<file path="config.mk">
export PLATFORM = sky130hd
export DESIGN_NAME = agu_mem_req
export DESIGN_NICKNAME = d
export VERILOG_FILES = /design/src/rtl/agu_mem_req_pkg.sv /design/src/rtl/agu_ls_align.sv /design/src/rtl/agu_mem_req.sv
export SDC_FILE = /design/constraint.sdc
export NUM_CORES = 1
export LEC_CHECK = 0
export CAP_MARGIN = 15
export CORE_MARGIN = 2
export CORE_UTILIZATION = 45
export CTS_BUF_LIST = sky130_fd_sc_hd__clkbuf_4 sky130_fd_sc_hd__clkbuf_8 sky130_fd_sc_hd__clkbuf_16
export DETAILED_ROUTE_END_ITERATION = 12
export PLACE_DENSITY = 0.83
export SLEW_MARGIN = 5
export SYNTH_ARGS = -nofsm -noshare
export SYNTH_HDL_FRONTEND = slang
export SYNTH_SLANG_ARGS = --single-unit
</file>
<file path="constraint.sdc">
create_clock -name clk -period 7.7 [get_ports clk]
set_clock_uncertainty 0.15 [all_clocks]
set_input_delay 1.155 -clock clk [delete_from_list [all_inputs] [get_ports clk]]
set_output_delay 1.155 -clock clk [all_outputs]
set_load 0.005 [all_outputs]
</file>
<file path="src/rtl/agu_mem_req_pkg.sv">
// Shared constants for the AGU load/store command path: access size codes,
// RV32 load/store funct3 codes, FSM state encoding and the legality check.
package agu_mem_req_pkg;

  localparam logic [1:0] SIZE_B = 2'b00;
  localparam logic [1:0] SIZE_H = 2'b01;
  localparam logic [1:0] SIZE_W = 2'b10;

  localparam logic [2:0] F3_LB  = 3'b000;
  localparam logic [2:0] F3_LH  = 3'b001;
  localparam logic [2:0] F3_LW  = 3'b010;
  localparam logic [2:0] F3_LBU = 3'b100;
  localparam logic [2:0] F3_LHU = 3'b101;
  localparam logic [2:0] F3_SB  = 3'b000;
  localparam logic [2:0] F3_SH  = 3'b001;
  localparam logic [2:0] F3_SW  = 3'b010;

  typedef enum logic [1:0] {
    ST_IDLE = 2'b00,
    ST_REQ  = 2'b01,
    ST_WBCK = 2'b10
  } state_e;

  // Only the RV32I load/store widths are accepted; anything else faults locally.
  function automatic logic ls_legal(input logic load, input logic store,
                                    input logic [2:0] funct3);
    logic ok;
    ok = 1'b0;
    if (load)
      ok = (funct3 == F3_LB) || (funct3 == F3_LH) || (funct3 == F3_LW) ||
           (funct3 == F3_LBU) || (funct3 == F3_LHU);
    else if (store)
      ok = (funct3 == F3_SB) || (funct3 == F3_SH) || (funct3 == F3_SW);
    return ok;
  endfunction

endpackage

</file>
<file path="src/rtl/agu_ls_align.sv">
// Combinational store alignment: byte enables, lane-replicated write data and
// the misalignment flag from the low address bits and the access size.
module agu_ls_align
  import agu_mem_req_pkg::*;
#(
  parameter int XLEN = 32
) (
  input  logic [1:0]        addr_lo,
  input  logic [1:0]        size,
  input  logic [XLEN-1:0]   rs2,
  output logic [XLEN/8-1:0] wmask,
  output logic [XLEN-1:0]   wdata,
  output logic              misalgn
);

  localparam logic [XLEN/8-1:0] MASK_B = {{(XLEN/8-1){1'b0}}, 1'b1};
  localparam logic [XLEN/8-1:0] MASK_H = {{(XLEN/8-2){1'b0}}, 2'b11};

  // Half-word masks snap to the even lane pair so a misaligned half still
  // produces a well-formed enable pattern; the memory unit raises the fault.
  always_comb begin
    wmask   = '0;
    wdata   = '0;
    misalgn = 1'b0;
    case (size)
      SIZE_B: begin
        wmask = MASK_B << addr_lo;
        wdata = {(XLEN/8){rs2[7:0]}};
      end
      SIZE_H: begin
        wmask   = MASK_H << {addr_lo[1], 1'b0};
        wdata   = {(XLEN/16){rs2[15:0]}};
        misalgn = addr_lo[0];
      end
      SIZE_W: begin
        wmask   = '1;
        wdata   = rs2;
        misalgn = |addr_lo;
      end
      default: ;
    endcase
  end

endmodule

</file>
<file path="src/rtl/agu_mem_req.sv">
// AGU load/store initiator: accepts one EXU load/store, issues it to the memory
// unit, waits (bounded) for completion and hands the result to writeback.
module agu_mem_req
  import agu_mem_req_pkg::*;
#(
  parameter int XLEN        = 32,
  parameter int PC_SIZE     = 32,
  parameter int TIMEOUT_CYC = 255
) (
  input  logic               clk,
  input  logic               rst,
  input  logic               exu_i_valid,
  output logic               exu_o_ready,
  input  logic               exu_i_load,
  input  logic               exu_i_store,
  input  logic [2:0]         exu_i_funct3,
  input  logic [XLEN-1:0]    exu_i_rs1,
  input  logic [XLEN-1:0]    exu_i_imm,
  input  logic [XLEN-1:0]    exu_i_rs2,
  input  logic [4:0]         exu_i_rd,
  output logic               agu_o_cmd_enable,
  output logic               agu_o_cmd_read,
  output logic               agu_o_cmd_write,
  output logic               agu_o_cmd_usign,
  output logic [1:0]         agu_o_cmd_size,
  output logic [PC_SIZE-1:0] agu_o_cmd_addr,
  output logic [XLEN-1:0]    agu_o_cmd_wdata,
  output logic [XLEN/8-1:0]  agu_o_cmd_wmask,
  output logic               agu_o_cmd_misalgn,
  input  logic [XLEN-1:0]    memtop_i_wdata,
  input  logic               memtop_i_err,
  input  logic               memtop_i_ready,
  output logic               wbck_o_valid,
  input  logic               wbck_i_ready,
  output logic               wbck_o_we,
  output logic [4:0]         wbck_o_rd,
  output logic [XLEN-1:0]    wbck_o_wdata,
  output logic               wbck_o_err,
  output logic [PC_SIZE-1:0] wbck_o_badaddr
);

  localparam logic [7:0] TIMEOUT_LIM = 8'(TIMEOUT_CYC);

  state_e               state_q, state_d;
  logic [7:0]           cnt_q, cnt_d;
  logic [PC_SIZE-1:0]   addr_q;
  logic [4:0]           rd_q;
  logic                 load_q, store_q;
  logic [2:0]           funct3_q;
  logic [XLEN-1:0]      rs2_q;
  logic [XLEN-1:0]      res_wdata_q;
  logic                 res_err_q;

  logic                 accept, in_req, in_wbck, legal_in, timeout_hit;
  logic [7:0]           cnt_inc;
  logic [XLEN-1:0]      addr_sum;
  logic [XLEN/8-1:0]    al_wmask;
  logic [XLEN-1:0]      al_wdata;
  logic                 al_misalgn;

  assign in_req      = (state_q == ST_REQ);
  assign in_wbck     = (state_q == ST_WBCK);
  assign exu_o_ready = (state_q == ST_IDLE);
  assign accept      = exu_i_valid & exu_o_ready;
  assign legal_in    = ls_legal(exu_i_load, exu_i_store, exu_i_funct3);
  assign addr_sum    = exu_i_rs1 + exu_i_imm;
  assign cnt_inc     = cnt_q + 8'd1;
  assign timeout_hit = in_req & ~memtop_i_ready & (cnt_inc == TIMEOUT_LIM);

  agu_ls_align #(.XLEN(XLEN)) u_align (
    .addr_lo (addr_q[1:0]),
    .size    (funct3_q[1:0]),
    .rs2     (rs2_q),
    .wmask   (al_wmask),
    .wdata   (al_wdata),
    .misalgn (al_misalgn)
  );

  // State and wait-counter registers.
  always_ff @(posedge clk) begin
    if (rst) begin
      state_q <= ST_IDLE;
      cnt_q   <= '0;
    end else begin
      state_q <= state_d;
      cnt_q   <= cnt_d;
    end
  end

  // Illegal encodings skip REQ entirely; ready beats a coincident timeout.
  always_comb begin
    state_d = state_q;
    cnt_d   = cnt_q;
    case (state_q)
      ST_IDLE: begin
        cnt_d = '0;
        if (accept) state_d = legal_in ? ST_REQ : ST_WBCK;
      end
      ST_REQ: begin
        if (memtop_i_ready || timeout_hit) begin
          state_d = ST_WBCK;
          cnt_d   = '0;
        end else begin
          cnt_d = cnt_inc;
        end
      end
      ST_WBCK: begin
        if (wbck_i_ready) state_d = ST_IDLE;
      end
      default: state_d = ST_IDLE;
    endcase
  end

  // Command capture at accept and result capture when REQ completes.
  always_ff @(posedge clk) begin
    if (rst) begin
      addr_q      <= '0;
      rd_q        <= '0;
      load_q      <= 1'b0;
      store_q     <= 1'b0;
      funct3_q    <= '0;
      rs2_q       <= '0;
      res_wdata_q <= '0;
      res_err_q   <= 1'b0;
    end else if (accept) begin
      addr_q      <= addr_sum[PC_SIZE-1:0];
      rd_q        <= exu_i_rd;
      load_q      <= exu_i_load;
      store_q     <= exu_i_store;
      funct3_q    <= exu_i_funct3;
      rs2_q       <= exu_i_rs2;
      res_wdata_q <= '0;
      res_err_q   <= ~legal_in;
    end else if (in_req && memtop_i_ready) begin
      res_wdata_q <= memtop_i_wdata;
      res_err_q   <= memtop_i_err | al_misalgn;
    end else if (timeout_hit) begin
      res_wdata_q <= '0;
      res_err_q   <= 1'b1;
    end
  end

  assign agu_o_cmd_enable  = in_req;
  assign agu_o_cmd_read    = in_req & load_q;
  assign agu_o_cmd_write   = in_req & store_q;
  assign agu_o_cmd_usign   = in_req & funct3_q[2];
  assign agu_o_cmd_size    = in_req ? funct3_q[1:0] : 2'b00;
  assign agu_o_cmd_addr    = in_req ? addr_q : '0;
  assign agu_o_cmd_wdata   = (in_req & store_q) ? al_wdata : '0;
  assign agu_o_cmd_wmask   = (in_req & store_q) ? al_wmask : '0;
  assign agu_o_cmd_misalgn = in_req & al_misalgn;

  assign wbck_o_valid   = in_wbck;
  assign wbck_o_we      = in_wbck & load_q & ~res_err_q;
  assign wbck_o_rd      = in_wbck ? rd_q : 5'd0;
  assign wbck_o_wdata   = in_wbck ? res_wdata_q : '0;
  assign wbck_o_err     = in_wbck & res_err_q;
  assign wbck_o_badaddr = in_wbck ? addr_q : '0;

endmodule

</file>
# Yosys cells after proc, flatten, opt, wreduce, memory -nomap -nowiden
# Cells that the tools add are included.
[classes] n_div=0 reduce_logical=15 mul=0 n_addsub=2 n_eq_ne=12 bitwise=14 order_cmp=0 shifts=2 mux=24
[op_table] operator="$mux 32" n=6
[op_table] operator="$pmux 32 s3" n=1
[op_table] operator="$add 32x32->32" n=1
[op_table] operator="$pmux 8 s2" n=1
[op_table] operator="$pmux 4 s3" n=1
[op_table] operator="$and 1x1->1" n=10
[op_table] operator="$mux 2" n=5
[op_table] operator="$add 8x1->8 const B" n=1
[op_table] operator="$eq 8x8->1 const B" n=1
[op_table] operator="$mux 8" n=1
[op_table] operator="$eq 3x3->1 const B" n=2
[op_table] operator="$pmux 2 s3" n=1
[op_table] operator="$logic_or 1x1->1" n=5
[op_table] operator="$mux 1" n=5
[op_table] operator="$mux 5" n=1
[op_table] operator="$eq 2x1->1 const B" n=2
[op_table] operator="$eq 2x2->1 const B" n=2
[op_table] operator="$logic_not 2->1" n=2
[op_table] operator="$mux 4" n=1
[op_table] operator="$ne 2x1->1 const B" n=2
[op_table] operator="$reduce_bool 2->1" n=2
[op_table] operator="$reduce_or 2->1" n=2
[op_table] operator="$shl 1x2->4 const A" n=1
[op_table] operator="$shl 2x2->4 const A" n=1
[op_table] operator="10 further kinds" n=12
[word_totals] inputBits=144 latchBits=0 mem_bits_rw=0 memories=0 out_inout_bits=148 reg_bits=117 romBits=0

# Logic depth before layout (Yosys ltp)
# Gate-level depths: netlist of run 1.
[logic_depth] depth_word=9 ltp_mapped=11 mapped_depth_nobuf=10

# Cells and area by module
# A second synthesis of run 1 with hierarchy kept.
[unflattened] hier_cells=1052 hier_area_um2=7614.8
[modules_own_cells] module="agu_mem_req" cells_each=950 area_per_inst_um2=7030.5 n_inst=1
[modules_own_cells] module="agu_ls_align" cells_each=102 area_per_inst_um2=584.3 n_inst=1

# Worst setup path after synthesis of run 1
# Ideal clock, no wire load.
[synth_path] path_type="input to register" from="input port exu_i_rs1[0]" to="register addr_q[30]" setup_time_ps=58 t_arrival_ps=3237 setup_slack_ps=4255 stages=10 n_path_buf=0 cell_sequence="ha_1 > fa_1 > a211o_1 > a21oi_1 > o211ai_1 > nand2_1 > o21ai_1 > a41o_1 > nor4_1 > a211o_1"
[synth_between] elab_chain_len=1
[synth_rtl] element="start, declared" line="agu_mem_req.sv:17" text="input logic [XLEN-1:0] exu_i_rs1,"
[synth_rtl] element="$add 32x32->32" line="agu_mem_req.sv:66" text="assign addr_sum = exu_i_rs1 + exu_i_imm;"
[synth_rtl] element="end signal, assigned" line="agu_mem_req.sv:126" text="addr_q <= addr_sum[PC_SIZE-1:0];"
[synth_rtl] element="end, declared" line="agu_mem_req.sv:46" text="logic [PC_SIZE-1:0] addr_q;"
# No other way between the ends.
# A chain may end at the register's enable or synchronous reset.

# Worst setup path after layout of run 1
[layout_path] from="register state_q[1]" to="output port agu_o_cmd_wdata[0]"
[layout_between] elab_chain_len=3
[layout_rtl] element="start, declared" line="agu_mem_req.sv:44" text="state_e state_q, state_d;"
[layout_rtl] element="start signal, assigned" line="agu_mem_req.sv:85" text="state_q <= state_d;"
[layout_rtl] element="$eq 2x1->1" line="agu_mem_req.sv:61" text="assign in_req = (state_q == ST_REQ);"
[layout_rtl] element="$and 1x1->1" line="agu_mem_req.sv:149" text="assign agu_o_cmd_wdata = (in_req & store_q) ? al_wdata : '0;"
[layout_rtl] element="$mux 32" line="agu_mem_req.sv:149"
[layout_rtl] element="end, declared" line="agu_mem_req.sv:27" text="output logic [XLEN-1:0] agu_o_cmd_wdata,"
# No other way between the ends.

==> results of run 1 <==
## routing by layer
metal,part of all wire,wire length (um)
met1,0.41,9850
met5,0.00055,13
met2,0.48,11500
met3,0.075,1790
met4,0.030,723
## cells by family (layout without fill, tap and decap cells)
group | count (synthesis) | count (layout) | synth area share
AND/OR/NAND/NOR | 473 | 473 | 0.325
AO/OA/AOI/OAI | 256 | 256 | 0.213
flip-flops | 117 | 117 | 0.324
buffers and inverters | 82 | 342 | 0.0442
adder cells (fa/ha/maj) | 38 | 38 | 0.0669
XOR/XNOR | 21 | 21 | 0.0255
multiplexers | 1 | 1 | 0.00139
## registers in the layout (all words and copies together), names as in the netlist
register and count:
addr_q 32, cnt_q 8, funct3_q 3, load_q 1
rd_q 5, res_err_q 1, res_wdata_q 32, rs2_q 32
state_q 2, store_q 1
## critical path, delay by kind of cell, from the launching register on
| family | cells | cell delay (ns) |
|---|---|---|
| and+or+nand+nor | 5 | 1.70 |
| DFF | 1 | 0.44 |
| buffers and inverters | 2 | 0.72 |
## per-stage QoR
step                      power, W  hold slack, ns  setup WS [ns]  cell area [um^2]  utilization
after floorplan           0.000919           0.282           4.26              7220            -
after global placement     0.00108           0.291           3.57             10200        0.646
after global routing       0.00194           0.323           2.95             10800        0.684
final                      0.00185           0.297           3.11             10800        0.684
after CTS                  0.00186           0.302           3.11             10800        0.682
after detailed placement   0.00109           0.294           3.55             10200        0.646
## final timing paths
check	cells past startpoint	to	start
max	7	agu_o_cmd_wdata[0]	state_q[1]$_SDFFE_PP0P_
max reg2reg	8	cnt_q[7]$_SDFFE_PP0P_	state_q[1]$_SDFFE_PP0P_
min	2	rd_q[1]$_SDFFE_PP0P_	rd_q[1]$_SDFFE_PP0P_
min reg2reg	2	rd_q[1]$_SDFFE_PP0P_	rd_q[1]$_SDFFE_PP0P_
## layout make-up
class                           count  area, um^2  area share
Multi-Input combinational cell    789        4570       0.424
Timing Repair Buffer              299        2990       0.277
Sequential cell                   117        2340       0.217
Clock buffer                       20         460      0.0427
Tap cell                          216         270      0.0250
Clock inverter                     10         108     0.00997
Inverter                           13        48.8     0.00452
## power by group
part,leakage [nW],switching (W),internal [W]
Sequential,0.955,0.0000357,0.000646
Clock,0.277,0.000277,0.000489
Combinational,2.91,0.000211,0.000194
Total,4.15,0.000524,0.00133
## cell usage in the layout (no fill, tap or decap), drive strengths merged, types with 4 or more instances in the layout
cell type,Yosys,routed
clkdlybuf4s50,0,290
nand2,188,188
a21oi,149,149
and2,120,120
dfxtp,117,117
nand3,51,51
nor2,47,47
ha,37,37
a21o,25,25
clkbuf,52,20
o21ai,19,19
a22oi,16,16
and3,15,15
inv,13,13
xnor2,12,12
a211oi,10,10
nand4,9,9
xor2,9,9
buf,17,9
nor3,7,7
or3,6,6
a211o,5,5
clkinv,0,5
nor2b,5,5
o211ai,4,4
o21bai,4,4
or4,4,4
or3b,4,4
==> summary.txt, run 1 <==
Startpoint types - flop
Worst endpoint required time - 6.39 ns
CTS tree - built
Synthesis Warnings - 0
Crit-path max cell delay - 0.84 ns
Post-route ant nets - 0
Vias in the first global route - 7290
Finished Layout Cells - 1464
Met1 usage - 0.337
Max Cap Viol - 0
Slowest CP cell - and2b_2
Final Hold Vio Count - 0
Unrepaired setup endpoints after global routing - no
Post-CTS setup repair buffer count - 0
CTS buffer count - 17
Initial DRC count - 456
Post-synth ARST share - 0
Final nets - 1419
Final period util - 0.596
Core area - 15800 um^2
Unique masters post-synth - 58
Pre-Repair DR Iteration Count - 5
Clock Latency Late Sink - 0.41 ns
Area leader, netlist - dfxtp_1
Clock buffer depth - 2
# clock sinks - 117
First-pass GRT wire length - 36.3 mm
Largest net degree at the start of global routing - 87
Initial core utilization - 0.458
Met3 Usage GRT - 0.0505
Avg Vias per Cell - 5.46
Antenna violations before repair - 1
Syn_nets - 1170
Die area - 17100 um^2
Static leakage - 4.15 nW
Die Height - 131 um
GRT Max-Usage Layer - met2
Outcome - complete, no violations
DP HPWL - 16.9 mm
Post-synthesis average cell area - 7.31 um^2
CP Data Arrival Time - 3.28 ns
# hold bufs at CTS - 0
CP dominant cell by count - and2_1
CP Max Fanout - 43
Total wire length - 23.8 mm
DR vias - 7994
Clock transition at path regs - 0.05 ns
PortBufs - 291
Pwr dens - 172 nW/um^2
Final period demand of the worst path - 4.59 ns
Top-area cell type share of the netlist area - 0.324
Maximum vdd ir drop - 0.000150 V
Flops & latches, synth - 117
ANT cells - 0
Setup TNS - 0 ns
Cell Rows - 46
Seq/Total Area, Yosys - 0.324
Worst path cell trace - and2b_2 -> and2_1 -> nand2b_1 -> buf_4 -> nor2_1 -> and2_1 -> clkdlybuf4s50_1
Die span in x - 131 um
Most common flop cell mapped by yosys - dfxtp_1
Synthesis-to-finish area growth - 49.4%
CTS root buffer - clkbuf_16
# DRC - 0
Final setup fails - 0
Post-synthesis instance area - 7220 um^2
Type of the most critical hold path - flop to flop
Share of cells above drive strength 1 - 0.0441
RD Place Congestion - 0.882
Slew headroom - 0.250
Worst Tran Pin Value - 1.12 ns
Fmax - 218 MHz
EDFF count, synth - 0
Synth top cells by count - 188 x nand2_1, 149 x a21oi_1, 120 x and2_1
Ports - 292
H-tree Lvls - 4
Total track usage - 0.269
Synthesized instance count - 988
Gr ovfl total - 0
Synth top area cells - dfxtp_1 32%, and2_1 10%, a21oi_1 10%
R2R setup slack - 4.48 ns
CTS resizes - 0
CP endpoint kind - output port
Critical path class - flop to output port
Drt wl/cell - 16.3 um
Fill cells - 1366
M2 GR Usage - 0.458
Placed Cells - 1432
Final slew viol count - 0
Top-count cell post-synth - nand2_1
Power figures use the tool's default switching activity.
==> inputs of run 2 (changes only) <==
- CORE_UTILIZATION: 45 -> 40
- PLACE_DENSITY: 0.83 -> 0.78
- clock period: 7.7 -> 3.7 ns (I/O delays scaled with it)
==> run 2 against run 1 <==
Final cell count is 1.3% higher. Global-route usage is 2.4 points lower. Utilization is 7.3 points lower. First-iteration DRC count is 17% lower. Register-to-register slack worse by 3.6 ns. Worst setup slack worse by 2.9 ns.
==> summary.txt, run 2 (synthesis results as in run 1) <==
Critical Path Start - funct3_q[1]$_SDFFE_PP0P_
Worst path cell trace - inv_1 -> ha_1 -> or2_2 -> nor2_1 -> nor2_1 -> and2_1 -> clkdlybuf4s50_1
# hold bufs at CTS - 0
Startpoint types - flop
Hold_sp - rd_q[2]$_SDFFE_PP0P_
Commonest cells after routing, fill and taps aside - 290 x clkdlybuf4s50_1, 187 x nand2_1, 149 x a21oi_1, 119 x and2_1, 117 x dfxtp_1
RR Startpoint - state_q[1]$_SDFFE_PP0P_
Worst endpoint required time - 2.99 ns
Slew headroom - 0.370
Maximum vdd ir drop - 0.000268 V
Post-route ant nets - 0
CTS tree - built
Crit-path max cell delay - 0.52 ns
CTS buffer count - 17
DP HPWL - 17.2 mm
Register Area - 2340 um^2
Ports - 292
CTS root buffer - clkbuf_16
DR vias - 7917
Vias in the first global route - 7576
Final period demand of the worst path - 3.49 ns
Worst Tran Pin Value - 0.944 ns
PortBufs - 291
Clock share of power - 0.428
First-pass GRT wire length - 38.7 mm
Setup TNS - 0 ns
Unrepaired setup endpoints after global routing - no
Internal Power - 0.00289 W
Clock buffer depth - 2
Total wire length - 24.0 mm
Combinational power share - 0.216
Fill cells - 1609
Final period util - 0.943
Type of the most critical hold path - flop to flop
CP bufs+invs - 2
Post-CTS setup repair buffer count - 0
Final nets - 1425
Outcome - complete, no violations
Die Height - 138 um
# clock sinks - 117
Switching Power - 0.00109 W
CTS resizes - 0
Largest net degree at the start of global routing - 85
CP Max Fanout - 12
CP endpoint kind - output port
RD Place Congestion - 0.885
Clock transition at path regs - 0.05 ns
CP dominant cell by count - nor2_1
Slowest CP cell - clkdlybuf4s50_1
Synthesis-to-finish area growth - 51.0%
Initial core utilization - 0.405
Cell Rows - 49
Core area - 17800 um^2
Die area - 19100 um^2
Antenna violations before repair - 0
H-tree Lvls - 4
Pre-Repair DR Iteration Count - 6
Drt wl/cell - 16.2 um
CP Data Arrival Time - 2.79 ns
Initial DRC count - 378
Crit-path leading delay family - simple AND/OR/NAND/NOR gates
Flop pwr share - 0.356
Static leakage - 4.20 nW
Fmax - 286 MHz
Avg Vias per Cell - 5.34
Final slew viol count - 0
Final Hold Vio Count - 0
ANT cells - 0
Die span in x - 138 um
Gr ovfl total - 0
Multi-input gate area - 4580 um^2
Leading registers by flop count - addr_q x32, res_wdata_q x32, rs2_q x32
Clock Latency Late Sink - 0.40 ns
Share of cells above drive strength 1 - 0.0486
Total track usage - 0.245
Most common cell after layout, fill and taps aside - clkdlybuf4s50_1
Pwr dens - 364 nW/um^2
Final setup fails - 0
Max Cap Viol - 0
Switching portion of total power - 0.274
Critical path class - flop to output port
# DRC - 0
Fin util - 0.611
[run 2: changes by cell type in the layout (fill, tap and decap cells not counted)]
cell / change
buf_4: +7
buf_2: -1
buf_6: -1
nand2_4: +1
clkinvlp_4: -1
bufinv_16: +1
buf_12: +2
clkinv_4: +1
buf_16: -1
clkinv_2: -3
clkbuf_8: +2
nand2_2: -1
[run 2: final timing paths]
check | slack (ns) | cells past startpoint | to
worst max-delay path | 0.21 | 7 | agu_o_cmd_wdata[3]
worst min-delay path | 0.30 | 2 | rd_q[2]$_SDFFE_PP0P_
worst max register to register | 0.85 | 9 | cnt_q[7]$_SDFFE_PP0P_
worst min register to register | 0.30 | 2 | rd_q[2]$_SDFFE_PP0P_
[run 2: power by group through the flow]
stage | Clock (W) | Combinational, W | Sequential [W]
finish | 0.00170 | 0.000859 | 0.00142
global route | 0.00179 | 0.000948 | 0.00143
CTS | 0.00173 | 0.000861 | 0.00142
detailed placement | 0 | 0.000854 | 0.00144
global placement | 0 | 0.000842 | 0.00144
floorplan | 0 | 0.000505 | 0.00141
[run 2: routing by layer]
metal / wire length [um] / vias to the layer above / global-route usage
li1: - / 3915 / -
met1: 10600 / 3674 / 0.316
met2: 11700 / 301 / 0.417
met3: 1390 / 27 / 0.0433
met4: 343 / 0 / 0.0763
met5: 0 / - / 0
[run 2: through the flow]
stage	worst slack [ns]	power (W)	instances	cell area, um^2	hold slack (ns)
floorplan	0.855	0.00191	988	7220	0.282
global placement	0.186	0.00228	1453	10300	0.289
detailed placement	0.165	0.00229	1453	10300	0.294
CTS	0.207	0.00400	1483	10900	0.302
global route	0.0434	0.00416	1483	10900	0.321
finish	0.209	0.00397	1483	10900	0.298
[run 2: cell type report]
class,count,area share
clock buffer,22,0.0447
clock inverter,8,0.0114
inverter,13,0.00447
multi-input combinational,789,0.420
sequential,117,0.215
tap,229,0.0263
timing repair buffer,305,0.279
[run 2: tightest hold or removal path, stage by stage (launching register included)]
cell and delay, ns:
dfxtp_1 0.30, nand2_1 0.05, a21oi_1 0.05
==> inputs of run 3 (changes only) <==
- CTS_CLUSTER_SIZE: default -> 24
==> results of run 3 <==
Final layout, timing and power as in run 2 (identical DEF).
